==> config.mk <==
export PLATFORM = sky130hd
export DESIGN_NAME = div_meter
export DESIGN_NICKNAME = d
export VERILOG_FILES = /design/src/rtl/div_meter_pkg.sv /design/src/rtl/tick_gen.sv /design/src/rtl/div_meter.sv
export SDC_FILE = /design/constraint.sdc
export NUM_CORES = 1
export LEC_CHECK = 0
export CORE_UTILIZATION = 55
export CTS_CLUSTER_DIAMETER = 60
export DETAILED_ROUTE_END_ITERATION = 8
export DONT_BUFFER_PORTS = 1
export GPL_TIMING_DRIVEN = 0
export MAX_ROUTING_LAYER = met4
export PLACE_DENSITY = 0.75
export SLEW_MARGIN = 20
export SYNTH_ARGS = -nofsm -noshare
export SYNTH_HDL_FRONTEND = slang
export SYNTH_SLANG_ARGS = --single-unit
==> constraint.sdc <==
create_clock -name clk_50m -period 4.9 [get_ports clk_50m]
set_input_delay 0.735 -clock clk_50m [delete_from_list [all_inputs] [get_ports clk_50m]]
set_output_delay 0.735 -clock clk_50m [all_outputs]
set_load 0.05 [all_outputs]
==> src/rtl/div_meter_pkg.sv <==
// Shared widths, capture limits and meter FSM encoding for div_meter and its
// companion divider-side blocks.
package div_meter_pkg;

    localparam int PERIOD_W   = 10;
    localparam int D_W        = 8;
    localparam int PERIOD_MIN = 2;
    localparam int PERIOD_MAX = 512;

    typedef enum logic {
        IDLE    = 1'b0,
        MEASURE = 1'b1
    } meter_state_e;

endpackage

==> src/rtl/tick_gen.sv <==
// Free-running prescaler: one-cycle tick every TICK_DIV clocks, on the last
// count of each wrap.
module tick_gen #(
    parameter int TICK_DIV = 1000
) (
    input  logic clk_50m,
    input  logic reset,
    output logic tick
);

    localparam int CW = (TICK_DIV > 1) ? $clog2(TICK_DIV) : 1;
    localparam logic [CW-1:0] LAST = CW'(TICK_DIV - 1);

    logic [CW-1:0] tcnt_q, tcnt_d;

    always_comb begin
        tick   = (tcnt_q == LAST);
        tcnt_d = tick ? '0 : tcnt_q + CW'(1);
    end

    always_ff @(posedge clk_50m or posedge reset) begin
        if (reset) begin
            tcnt_q <= '0;
        end else begin
            tcnt_q <= tcnt_d;
        end
    end

endmodule

==> src/rtl/div_meter.sv <==
// Measures the period of fin in prescaled ticks and recovers the divider
// preload d = 256 - period/2; flags lock, out-of-range captures and loss of signal.
module div_meter
    import div_meter_pkg::*;
#(
    parameter int TICK_DIV  = 1000,
    parameter int MAX_TICKS = 1023,
    parameter int LOCK_CNT  = 3
) (
    input  logic                clk_50m,
    input  logic                reset,
    input  logic                fin,
    output logic [PERIOD_W-1:0] period,
    output logic [D_W-1:0]      d_out,
    output logic                valid,
    output logic                locked,
    output logic                range_err,
    output logic                timeout
);

    localparam int CAP_W = PERIOD_W + 1;
    localparam int LW    = $clog2(LOCK_CNT + 1);

    localparam logic [PERIOD_W-1:0] MAX_T   = PERIOD_W'(MAX_TICKS);
    localparam logic [CAP_W-1:0]    CAP_MIN = CAP_W'(PERIOD_MIN);
    localparam logic [CAP_W-1:0]    CAP_MAX = CAP_W'(PERIOD_MAX);
    localparam logic [LW-1:0]       LOCK_C  = LW'(LOCK_CNT);

    function automatic logic [PERIOD_W-1:0] pcnt_sat_inc(input logic [PERIOD_W-1:0] v);
        return (v >= MAX_T) ? v : v + PERIOD_W'(1);
    endfunction

    function automatic logic [LW-1:0] lock_sat_inc(input logic [LW-1:0] v);
        return (v >= LOCK_C) ? v : v + LW'(1);
    endfunction

    // Odd periods come from tick jitter; the half-period is floored.
    function automatic logic [D_W-1:0] recover_d(input logic [CAP_W-1:0] c);
        logic [D_W:0] t;
        t = 9'd256 - c[PERIOD_W-1:1];
        return t[D_W-1:0];
    endfunction

    function automatic logic within_one(input logic [CAP_W-1:0]    c,
                                        input logic [PERIOD_W-1:0] p);
        logic signed [CAP_W:0] diff;
        diff = $signed({1'b0, c}) - $signed({2'b00, p});
        return (diff >= -1) && (diff <= 1);
    endfunction

    logic [2:0]          sync_q, sync_d;
    logic                tick;
    logic                rise;
    logic [CAP_W-1:0]    cap;
    logic                in_range;

    meter_state_e        state_q, state_d;
    logic [PERIOD_W-1:0] pcnt_q, pcnt_d;
    logic [PERIOD_W-1:0] prev_cap_q, prev_cap_d;
    logic [LW-1:0]       lcnt_q, lcnt_d;
    logic [PERIOD_W-1:0] period_q, period_d;
    logic [D_W-1:0]      d_q, d_d;
    logic                valid_q, valid_d;
    logic                locked_q, locked_d;
    logic                range_q, range_d;
    logic                timeout_q, timeout_d;

    tick_gen #(
        .TICK_DIV (TICK_DIV)
    ) u_tick_gen (
        .clk_50m (clk_50m),
        .reset   (reset),
        .tick    (tick)
    );

    // sync_q[1:0] is the two-flop synchroniser, sync_q[2] the previous sample.
    always_comb begin
        sync_d   = {sync_q[1:0], fin};
        rise     = sync_q[1] & ~sync_q[2];
        cap      = {1'b0, pcnt_q} + CAP_W'(tick);
        in_range = (cap >= CAP_MIN) && (cap <= CAP_MAX);
    end

    always_comb begin
        state_d    = state_q;
        pcnt_d     = pcnt_q;
        prev_cap_d = prev_cap_q;
        lcnt_d     = lcnt_q;
        period_d   = period_q;
        d_d        = d_q;
        valid_d    = 1'b0;
        range_d    = 1'b0;
        timeout_d  = 1'b0;

        case (state_q)
            IDLE: begin
                pcnt_d = '0;
                if (rise) begin
                    state_d = MEASURE;
                end
            end
            MEASURE: begin
                if (rise) begin
                    pcnt_d = '0;
                    if (in_range) begin
                        period_d   = cap[PERIOD_W-1:0];
                        d_d        = recover_d(cap);
                        valid_d    = 1'b1;
                        prev_cap_d = cap[PERIOD_W-1:0];
                        lcnt_d     = within_one(cap, prev_cap_q) ? lock_sat_inc(lcnt_q) : LW'(1);
                    end else begin
                        range_d = 1'b1;
                        lcnt_d  = '0;
                    end
                end else if (pcnt_q == MAX_T) begin
                    state_d   = IDLE;
                    pcnt_d    = '0;
                    timeout_d = 1'b1;
                    lcnt_d    = '0;
                end else if (tick) begin
                    pcnt_d = pcnt_sat_inc(pcnt_q);
                end
            end
            default: begin
                state_d = IDLE;
                pcnt_d  = '0;
            end
        endcase

        locked_d = (lcnt_d == LOCK_C);
    end

    always_ff @(posedge clk_50m or posedge reset) begin
        if (reset) begin
            sync_q     <= '0;
            state_q    <= IDLE;
            pcnt_q     <= '0;
            prev_cap_q <= '0;
            lcnt_q     <= '0;
            period_q   <= '0;
            d_q        <= '0;
            valid_q    <= 1'b0;
            locked_q   <= 1'b0;
            range_q    <= 1'b0;
            timeout_q  <= 1'b0;
        end else begin
            sync_q     <= sync_d;
            state_q    <= state_d;
            pcnt_q     <= pcnt_d;
            prev_cap_q <= prev_cap_d;
            lcnt_q     <= lcnt_d;
            period_q   <= period_d;
            d_q        <= d_d;
            valid_q    <= valid_d;
            locked_q   <= locked_d;
            range_q    <= range_d;
            timeout_q  <= timeout_d;
        end
    end

    assign period    = period_q;
    assign d_out     = d_q;
    assign valid     = valid_q;
    assign locked    = locked_q;
    assign range_err = range_q;
    assign timeout   = timeout_q;

endmodule

* Yosys cells after proc, flatten, opt, wreduce, memory -nomap -nowiden *
Index checks and enable logic that the tools add are counted.

word-level totals
  register bits = 48
  output and inout port bits = 22
  logic and storage cells = 60

operators by class
  add/sub/neg operators = 6
  order comparisons = 6
  equal/unequal tests = 5
  muxes and demuxes = 25
  bitwise gates (word level) = 3
  reductions and logical operators = 4

operators with widths
  cell                                                                count
  2-to-1 mux 10 bit                                                   5
  adder 10 x 1 -> 10 bit, second input constant                       2
  == test 10 bit, second input constant                               2
  case mux 10 bit (2 select lines)                                    1
  greater-or-equal comparator 12 x 1 -> 1 bit, second input constant  1
  <= comparator 12 x 2 -> 1 bit, second input constant                1
  2-to-1 mux 1 bit                                                    12
  2-to-1 mux 2 bit                                                    6
  subtractor 11 x 10 -> 12 bit                                        1
  adder 10 x 1 -> 11 bit                                              1
  greater-or-equal comparator 11 x 2 -> 1 bit, second input constant  1
  <= comparator 11 x 10 -> 1 bit, second input constant               1
  greater-or-equal comparator 10 bit, second input constant           1
  subtractor 1 x 8 -> 8 bit, first input constant                     1
  != test 4 x 3 -> 1 bit, second input constant                       1
  != test 4 bit, second input constant                                1
  AND reduction 3 bit                                                 1
  adder 2 x 1 -> 2 bit, second input constant                         1
  == test 2 bit, second input constant                                1
  greater-or-equal comparator 2 bit, second input constant            1
  logical AND 1 bit                                                   2
  NOT 1 bit                                                           2
  case mux 1 bit (2 select lines)                                     1
  AND reduction 2 bit                                                 1
  bitwise AND 1 bit                                                   1

* Depth between registers and ports, before layout *
Gate-level depths: netlist of run 1.

  word-level depth = 10
  mapped depth = 20
  mapped depth without buffers = 18

* Hierarchy *
Synthesis of run 1 repeated with hierarchy kept, for this count alone.

second synthesis, totals
  cell total of the unflattened synthesis = 321
  area total of the unflattened synthesis = 3000.4 µm²

modules (own cells, without submodules)
  module     instances  cells each  area an instance (µm²)  seq. area each (µm²)
  div_meter  1          274         2493.6                  925.9
  tick_gen   1          47          506.7                   250.2

* Least setup slack after synthesis of run 1 *
Ideal clock, no wire load.

  kind = register to register
  start point = register u_tick_gen.tcnt_q[0]
  end point = register lcnt_q[0]
  library setup time = 0.124 ns
  arrival time = 4.534 ns
  required time = 4.776 ns
  path slack = 0.242 ns
  cell stages (with the launch flop) = 21
  path through = dfrtp_1 ha_1 nand4b_1 nor3b_1 and4_1 buf_1 ha_1 ha_1 clkbuf_1 and2_1 and4_1 xor2_1 ha_1 o211ai_1 nand2_1 o211a_1 o21ai_0 a31oi_1 or4_4 a211oi_1 o21bai_1

between the ends
  longest elaborated chain between the ends = 9
  elaborated cells between the ends (all ways) = 13
  classes of those cells = add/sub: 2; order compare: 4; eq/ne: 1; mux: 4; reduce/logical: 2

RTL lines
  item                                                                                                 line              RTL
  start: declaration                                                                                   tick_gen.sv:14    logic [CW-1:0] tcnt_q, tcnt_d;
  start signal: assignment                                                                             tick_gen.sv:25    tcnt_q <= tcnt_d;
  == test 10 bit *                                                                                     tick_gen.sv:17    tick = (tcnt_q == LAST);
  adder 10 x 1 -> 11 bit *                                                                             div_meter.sv:80   cap = {1'b0, pcnt_q} + CAP_W'(tick);
  via cap[6]                                                                                           div_meter.sv:54   logic [CAP_W-1:0] cap;
  subtractor 11 x 10 -> 12 bit                                                                         div_meter.sv:47   diff = $signed({1'b0, c}) - $signed({2'b00, p});
  greater-or-equal comparator 12 x 1 -> 1 bit / <= comparator 12 x 2 -> 1 bit (equally long branches)  div_meter.sv:48   return (diff >= -1) && (diff <= 1);
  logical AND 1 bit                                                                                    div_meter.sv:48
  2-to-1 mux 2 bit                                                                                     div_meter.sv:110  lcnt_d = within_one(cap, prev_cap_q) ? lock_sat_inc(lcnt_q) : LW'(1);
  2-to-1 mux 2 bit *                                                                                   div_meter.sv:105  if (in_range) begin
  2-to-1 mux 2 bit *                                                                                   div_meter.sv:103  if (rise) begin
  2-to-1 mux 2 bit *                                                                                   div_meter.sv:95   case (state_q)
  via lcnt_d[0]                                                                                        div_meter.sv:60   logic [LW-1:0] lcnt_q, lcnt_d;
  end signal: assignment                                                                               div_meter.sv:151  lcnt_q <= lcnt_d;
  end: declaration                                                                                     div_meter.sv:60

Mark *: on every way through the listed nets, which the timed path passes. The rest lies on a longest branch.
A chain may end at the register's enable or synchronous reset.

* Worst setup path in the final report of run 1 *
  start point = register u_tick_gen.tcnt_q[0]
  end point = register lcnt_q[1]

The elaborated chain is that of the path after synthesis.

==> results of run 1 <==
## cells in the final DEF, fill, tap and decap left out, drive strengths merged, types with 3 or more instances in the layout
master,netlist,layout
nor2b,6,6
a21oi,19,19
o21a,3,3
buf,11,15
inv,18,18
a21o,3,3
o21ai,19,19
nand3,11,11
xnor2,12,12
and3,5,5
nand4,6,6
and4,3,3
nand3b,3,3
nor3,9,9
nand2b,5,5
mux2,3,3
o211ai,3,3
nand2,29,29
xor2,18,18
nor2,37,37
o2111ai,3,3
ha,15,15
a211oi,3,3
clkbuf,2,7
dfrtp,47,47
## state kept, by name (all words and copies together) (netlist names), 2 cells and up
register and flops:
pcnt_q 10, lcnt_q 2, u_tick_gen.tcnt_q 10, sync_q 3, period 10, d_out 7
## stage by stage
step	power, mW	hold slack, ns
after floorplan	0.408	0.331
after global placement	0.411	0.332
after detailed placement	0.413	0.336
after CTS	0.710	0.355
after global routing	0.724	0.359
final	0.699	0.340
## cell type report
type | instances | area [µm²]
Tap cell | 70 | 87.6
Buffer | 12 | 77.6
Sequential cell | 47 | 1180
Fill cell | 429 | 1850
Timing Repair Buffer | 4 | 42.5
Clock buffer | 6 | 82.6
Clock inverter | 2 | 35.0
Multi-Input combinational cell | 245 | 1750
Inverter | 18 | 67.6
## worst max-delay path, delay by kind of cell (launching register included)
family / cells / cell delay (ns)
adders and majority gates: 4 / 0.99
and+or+nand+nor: 7 / 1.56
buffers and inverters: 1 / 0.19
DFF: 1 / 0.39
AOI/OAI and AO/OA: 5 / 1.01
xor gates and xnor gates: 1 / 0.27
muxes: 1 / 0.14
## path summary, 6_finish.rpt
path / from / end / slack [ns] / cells past startpoint
max: u_tick_gen.tcnt_q[0] / lcnt_q[1] / 0.28 / 19
min: reset / period[4] / 0.34 / 1
max reg2reg: u_tick_gen.tcnt_q[0] / lcnt_q[1] / 0.28 / 19
min reg2reg: sync_q[0] / sync_q[1] / 0.35 / 0
max in group asynchronous: reset / pcnt_q[1] / 4.05 / 2
min in group clk_50m: sync_q[0] / sync_q[1] / 0.35 / 0
## metal layers
layer  vias to the layer above  wire length (µm)  global-route usage (%)  share of wire [%]
met5                         -                 0                       -                  0
met4                         0               119                    9.26                2.0
met3                        10               175                    3.97                2.9
met2                        46              3110                    40.5                 51
met1                      1123              2650                    26.7                 44
li1                       1145                 -                       -                  -
## what timing repair did
| action | in CTS | in global routing |
|---|---|---|
| setup buffers | 0 | 3 |
| gates resized for setup | 9 | 11 |
| hold buffers | 0 | 0 |
| pin swaps | 0 | 4 |
| endpoints found under the setup margin | 3 | 3 |
## cells by family after synthesis
family | after synthesis
XOR/XNOR | 30
AND/OR/NAND/NOR | 125
adder cells (fa/ha/maj) | 16
flip-flops | 47
multiplexers | 5
AO/OA/AOI/OAI | 69
buffers and inverters | 31
## report_power, final
group          internal, mW  switching (mW)
clock                 0.165           0.129
sequential            0.389         0.00212
combinational       0.00299          0.0106
==> impl_metrics.tcl, run 1 <==
set metrics [dict create \
    clock_insertion_delay_worst_skew_ns 0.30 \
    clock_slew_at_reported_path_ffs_ns 0.09 \
    syn_area_mm2 0.00298 \
    postSynthRegisterBits 47 \
    cts_buffer_count 5 \
    route.vias.total 2324 \
    fp.dieW_um 75.6 \
    layout_min_cycle_time_ns 4.62 \
    dpl.cell_count 394 \
    final_hold_violations 0 \
    irDropWorstVdd_mv 0.114 \
    worst_setup_path_start_kind "flip-flop" \
    worstPathCellList "ha_1 -> nand4b_1 -> nor3b_2 -> and4_2 -> buf_4 -> ha_2 -> ha_4 -> and2_1 -> nand2_1 -> xnor2_2 -> ha_1 -> o21a_1 -> o31a_1 -> o211a_1 -> or3b_2 -> mux2i_1 -> nand4_1 -> a211oi_2 -> o22a_1" \
    final_max_slew_viol_count 0 \
    rsz0062_at_grt "false" \
    synth_compound_gate_area_share_pct 15.7 \
    drtIter0Drc 85 \
    post_synth_most_frequent_cells "sky130_fd_sc_hd__dfrtp_1, sky130_fd_sc_hd__nor2_1, sky130_fd_sc_hd__nand2_1" \
    critical_path.endpoint_type "flip-flop" \
    synth_edf_count 0 \
    placed_cell_area_mm2 0.00309 \
    clock_sink_count 47 \
    port_buffers 0 \
    pre_cts_ws_ns -0.598 \
    first_pass_iters 4 \
    run_status "completed" \
    via_count_of_the_first_global_routing_pass 2175 \
    synthCells 323 \
    final_min_period_over_clock_period_pct 94.3 \
    final_routed_wirelength_um 6060 \
    die_area_mm2 0.00571 \
    max_freq_ghz 0.217 \
    post_synth.cell_area_avg_um2 9.22 \
    required_ns 5.14 \
    die_y_um 75.6 \
    post_synth_main_area_contributors "sky130_fd_sc_hd__dfrtp_1, sky130_fd_sc_hd__ha_1, sky130_fd_sc_hd__xor2_1" \
    sum_of_overflow_across_all_layers_after_global_routing 0 \
    area_growth_syn_to_layout_pct 11.5 \
    fin_util_pct 64.2 \
    timing.critical_path.mode_cell "sky130_fd_sc_hd__ha_1" \
    layout.cells.non_filler 404 \
    arrival_ns 4.86 \
    ys.flop_type "sky130_fd_sc_hd__dfrtp_1" \
    antenna_violating_nets_post_route 0 \
    slowest_stage_delay_on_critical_path_ns 0.44 \
    cts_tree "yes" \
    root_buffer "sky130_fd_sc_hd__clkbuf_8" \
    start_util_pct 57.6 \
    cts-htree-levels 2 \
    synthXorXnorAreaFrac_pct 8.82 \
    clockBufferDepth 2 \
    fin_tns_setup_ns 0 \
    fin_area_mm2 0.00332 \
    worst-setup-path-type "reg2reg" \
    core_area_mm2 0.00517 \
    worstMarginPinSlew_ns 0.621 \
    setup_viol 0 \
    top_ports 25 \
    hp-class "in2async" \
    proportion_of_synthesized_chip_area_in_sequential_cells_pct 39.5 \
    portion_of_synthesized_cell_area_occupied_by_the_leading_cell_type_pct 39.5 \
    number_of_maximum_capacitance_violations 0 \
    synth_top_family_by_area "simple AND/OR/NAND/NOR gates" \
    post_synth_mux_area_share_pct 1.81 \
    synth_fa_ha_area_share_pct 6.97 \
    post_synthesis_share_of_cell_area_spent_on_and_or_nand_and_nor_gates_pct 22.3 \
    routed_via_density 5.75 \
    grt_first_pass_wirelength_um 9630 \
    yosysWarningCount 0 \
    maximum_number_of_pins_on_one_net_before_global_route_repair 26 \
    yosys.area.top_type "sky130_fd_sc_hd__dfrtp_1" \
    antennaDiodeCount 0 \
    grt_util_all_layers_pct 23.3 \
    final_layout_size_suffix_gt1_share_pct 15.9 \
    clock-skew-final_ns 0.00861 \
    timing.critical_path.slowest_stage_cell "sky130_fd_sc_hd__or3b_2" \
    grt_antenna_before_repair 0 \
    yosys.cell_types.count 63 \
    postSynth.asyncResetShare_pct 100 \
    place.gp.congestion 0.879 \
    worst_slack_ns 0.281 \
    detailed_placement_wirelength_estimate_um 4480 \
    power.density_cell_area_mw_per_mm2 210 \
    crit_path_max_fanout 11 \
    post-synth-top-count-cell "sky130_fd_sc_hd__dfrtp_1" \
    power_leakage_nw 1.54 \
    fin_nets 352 \
    timing.slew.headroom_pct 58.6 \
    drt_drc_violations_left 0 \
    rows 26 \
    postSynthNetCount 342 \
    wire_per_inst_um 15.0 \
]
Power figures use the tool's default switching activity.
==> run 2, diff against run 1 <==
Settings changed: GPL_ROUTABILITY_DRIVEN set to 0.
==> results of run 2 <==
No change in the layout: final DEF, timing and power equal those of run 1.
==> run 3, diff against run 2 <==
Settings changed: CTS_BUF_LIST set to sky130_fd_sc_hd__clkbuf_4 sky130_fd_sc_hd__clkbuf_8, TNS_END_PERCENT set to 20.
==> results of run 3 <==
No change in the layout: final DEF, timing and power equal those of run 1.
==> RTL change: new RTL, settings of run 3 <==
Register the input `fin` before use, without a reset. The logic sees it one clock later.
--- a/src/rtl/div_meter.sv
+++ b/src/rtl/div_meter.sv
@@ -25,6 +25,12 @@
     localparam logic [CAP_W-1:0]    CAP_MIN = CAP_W'(PERIOD_MIN);
     localparam logic [CAP_W-1:0]    CAP_MAX = CAP_W'(PERIOD_MAX);
     localparam logic [LW-1:0]       LOCK_C  = LW'(LOCK_CNT);
+
+    logic fin_q;
+
+    always_ff @(posedge clk_50m) begin
+        fin_q <= fin;
+    end
 
     function automatic logic [PERIOD_W-1:0] pcnt_sat_inc(input logic [PERIOD_W-1:0] v);
         return (v >= MAX_T) ? v : v + PERIOD_W'(1);
@@ -75,7 +81,7 @@
 
     // sync_q[1:0] is the two-flop synchroniser, sync_q[2] the previous sample.
     always_comb begin
-        sync_d   = {sync_q[1:0], fin};
+        sync_d   = {sync_q[1:0], fin_q};
         rise     = sync_q[1] & ~sync_q[2];
         cap      = {1'b0, pcnt_q} + CAP_W'(tick);
         in_range = (cap >= CAP_MIN) && (cap <= CAP_MAX);
Check against the original RTL: not equivalent (Yosys sat finds a counterexample within 10 cycles, from zero or initial values and one cycle with reset high).
==> RTL change against run 3 <==
  * Routed wire length rose by 3.8%
  * Fmax fell by 0.57%
  * Die area rose by 0.66%
  * Power rose by 1.6%
  * Sequential cell count rose by 1
  * Setup slack got worse by 0.027 ns
  * Synthesized cell count rose by 0.31%
  * Design area rose by 1.8%
  * Sequential power rose by 2%
  * Area after synthesis rose by 0.67%
  * Non-clock buffer count rose by 2
  * Via count rose by 2.5%
  * Critical path depth did not move
  * Critical endpoint unchanged
==> RTL change: results <==
[hold_path]
hold_path_class = in -> async

[setup_path]
r2r_end = lcnt_q[1]
ff2ff_path_depth = 19
crit_arrival_ns = 4.90
cp-end-kind = flip-flop
cp_max_fo = 11
rr_startpoint = u_tick_gen.tcnt_q[0]
critPathLaunch = u_tick_gen.tcnt_q[0]
ff2ff_setup_slack_ns = 0.25

[clock_tree]
numCtsBuffers = 5
htree_num_levels = 2
cts_root_buffer = clkbuf_8
insertion_delay_ns = 0.31
cts_buffer_depth = 2
path_clk_slew_ns = 0.10

[place]
portBuffers = 0
dp_hpwl_mm = 4.514
postPlaceCellArea_um2 = 3107
dp.cells = 395
dp_slack_ns = -0.6388

[synthesis]
synth.distinct_cells = 64
yosysWarnings = 0
ys_async_sr_fraction_pct = 97.92
synth_area_leaders = dfrtp_1 39%, ha_1 6.3%, xor2_1 5.3%
yosysSeqAreaShare_pct = 39.88
ys_top_cells_by_count = 47 x dfrtp_1, 36 x nor2_1, 29 x nand2_1, 18 x inv_1, 18 x xor2_1
synthCells = 324
synth_nets = 343

[global_routing]
grt_pass1_wl_mm = 9.956
overflow = 0
grtUsageTotal_pct = 24.19
grt_pass1_vias = 2209
grt_start_max_net_pins = 30
antenna_found_initial = 0

[detailed_routing]
drt_wl_total_mm = 6.290
dr.first_iter.drc_count = 96
num_vias = 2382
first_pass_iters = 4

[power]
intPower_uw = 554.5
p_leak_uw = 0.001570
peakVddDrop_uv = 181.7

[sta]
clock.fmax_mhz = 215.3
max_slew.worst_pin.slew_ns = 0.6177
holdWs_ns = 0.3028
finalClockSkew_ns = 0.008070

[cells_and_area]
final_cells = 407
drive_above_1_share_pct = 17.51
layout.nets = 355
diodes = 0

[status]
run_status = complete, no violations

[job]
drv_cap = 0
[RTL change: cell types whose count changed after synthesis]
cell	before	now
dfxtp_1	0	1
[RTL change: worst min-delay path by stage]
stage,startpoint,to,cells after the start
2_1_floorplan,fin_q,sync_q[0],0
6_report,reset,period[3],1
5_1_grt,reset,range_err,1
3_5_place_dp,fin_q,sync_q[0],0
4_1_cts,reset,range_err,1
3_3_place_gp,fin_q,sync_q[0],0
[RTL change: cells by family (layout without fill, tap and decap cells)]
group           Yosys count  after routing  synth area share, %
xor+xnor                 30             30                8.761
compound gates           69             69                15.60
flops                    48             48                39.88
simple gates            125            125                22.20
mux                       5              5                1.794
buf+inv                  31             44                4.839
fa+ha+maj                16             16                6.925
[RTL change: worst max-delay path: stages, from the launching register on]
cell      delay [ns]
dfrtp_1         0.40
ha_1            0.22
nand4b_1        0.14
nor3b_2         0.25
and4_4          0.29
buf_4           0.18
ha_2            0.23
ha_4            0.21
and2_1          0.18
nand2_1         0.12
xnor2_2         0.32
ha_4            0.27
o21a_1          0.10
o31a_1          0.16
o211a_1         0.29
or3b_2          0.44
mux2i_1         0.14
nand4_1         0.21
a211oi_2        0.28
o22a_1          0.17
[RTL change: power by group through the flow]
stage | Sequential (uW) | Clock (uW) | Combinational (uW)
2_1_floorplan | 408 | 0 | 9.05
3_3_place_gp | 408 | 0 | 12.1
3_5_place_dp | 408 | 0 | 14.1
4_1_cts | 400 | 303 | 14.2
5_1_grt | 400 | 318 | 15.8
6_report | 400 | 297 | 13.6
[RTL change: layer usage]
metal	track usage [%]	wire length, um	up-vias	share of wire (%)
met5	-	0	-	0
met4	12.96	241	0	3.8
met3	5.026	203	20	3.2
met2	41.10	3165	44	50
met1	26.50	2679	1165	43
li1	-	-	1153	-
[RTL change: per-stage QoR]
step	utilization [%]	setup TNS (ns)
6_report	65.41	0
3_5_place_dp	60.06	-1.866
2_1_floorplan	-	0
4_1_cts	63.30	0
5_1_grt	65.41	-0.03581
3_3_place_gp	59.68	-1.537
[RTL change: area by class of cell]
class / count / area, um^2
clock buffer: 5 / 68.82
buffer: 12 / 77.57
timing repair buffer: 6 / 57.56
clock inverter: 3 / 46.29
sequential: 48 / 1196
multi-input combinational: 245 / 1782
tap: 70 / 87.58
inverter: 18 / 67.56
fill: 393 / 1789
[RTL change: what timing repair did]
action	in CTS	in global routing
buffers inserted	0	5
setup endpoints to repair	3	3
pin swaps	0	4
resized for setup	10	14
endpoints found under the hold margin	0	0
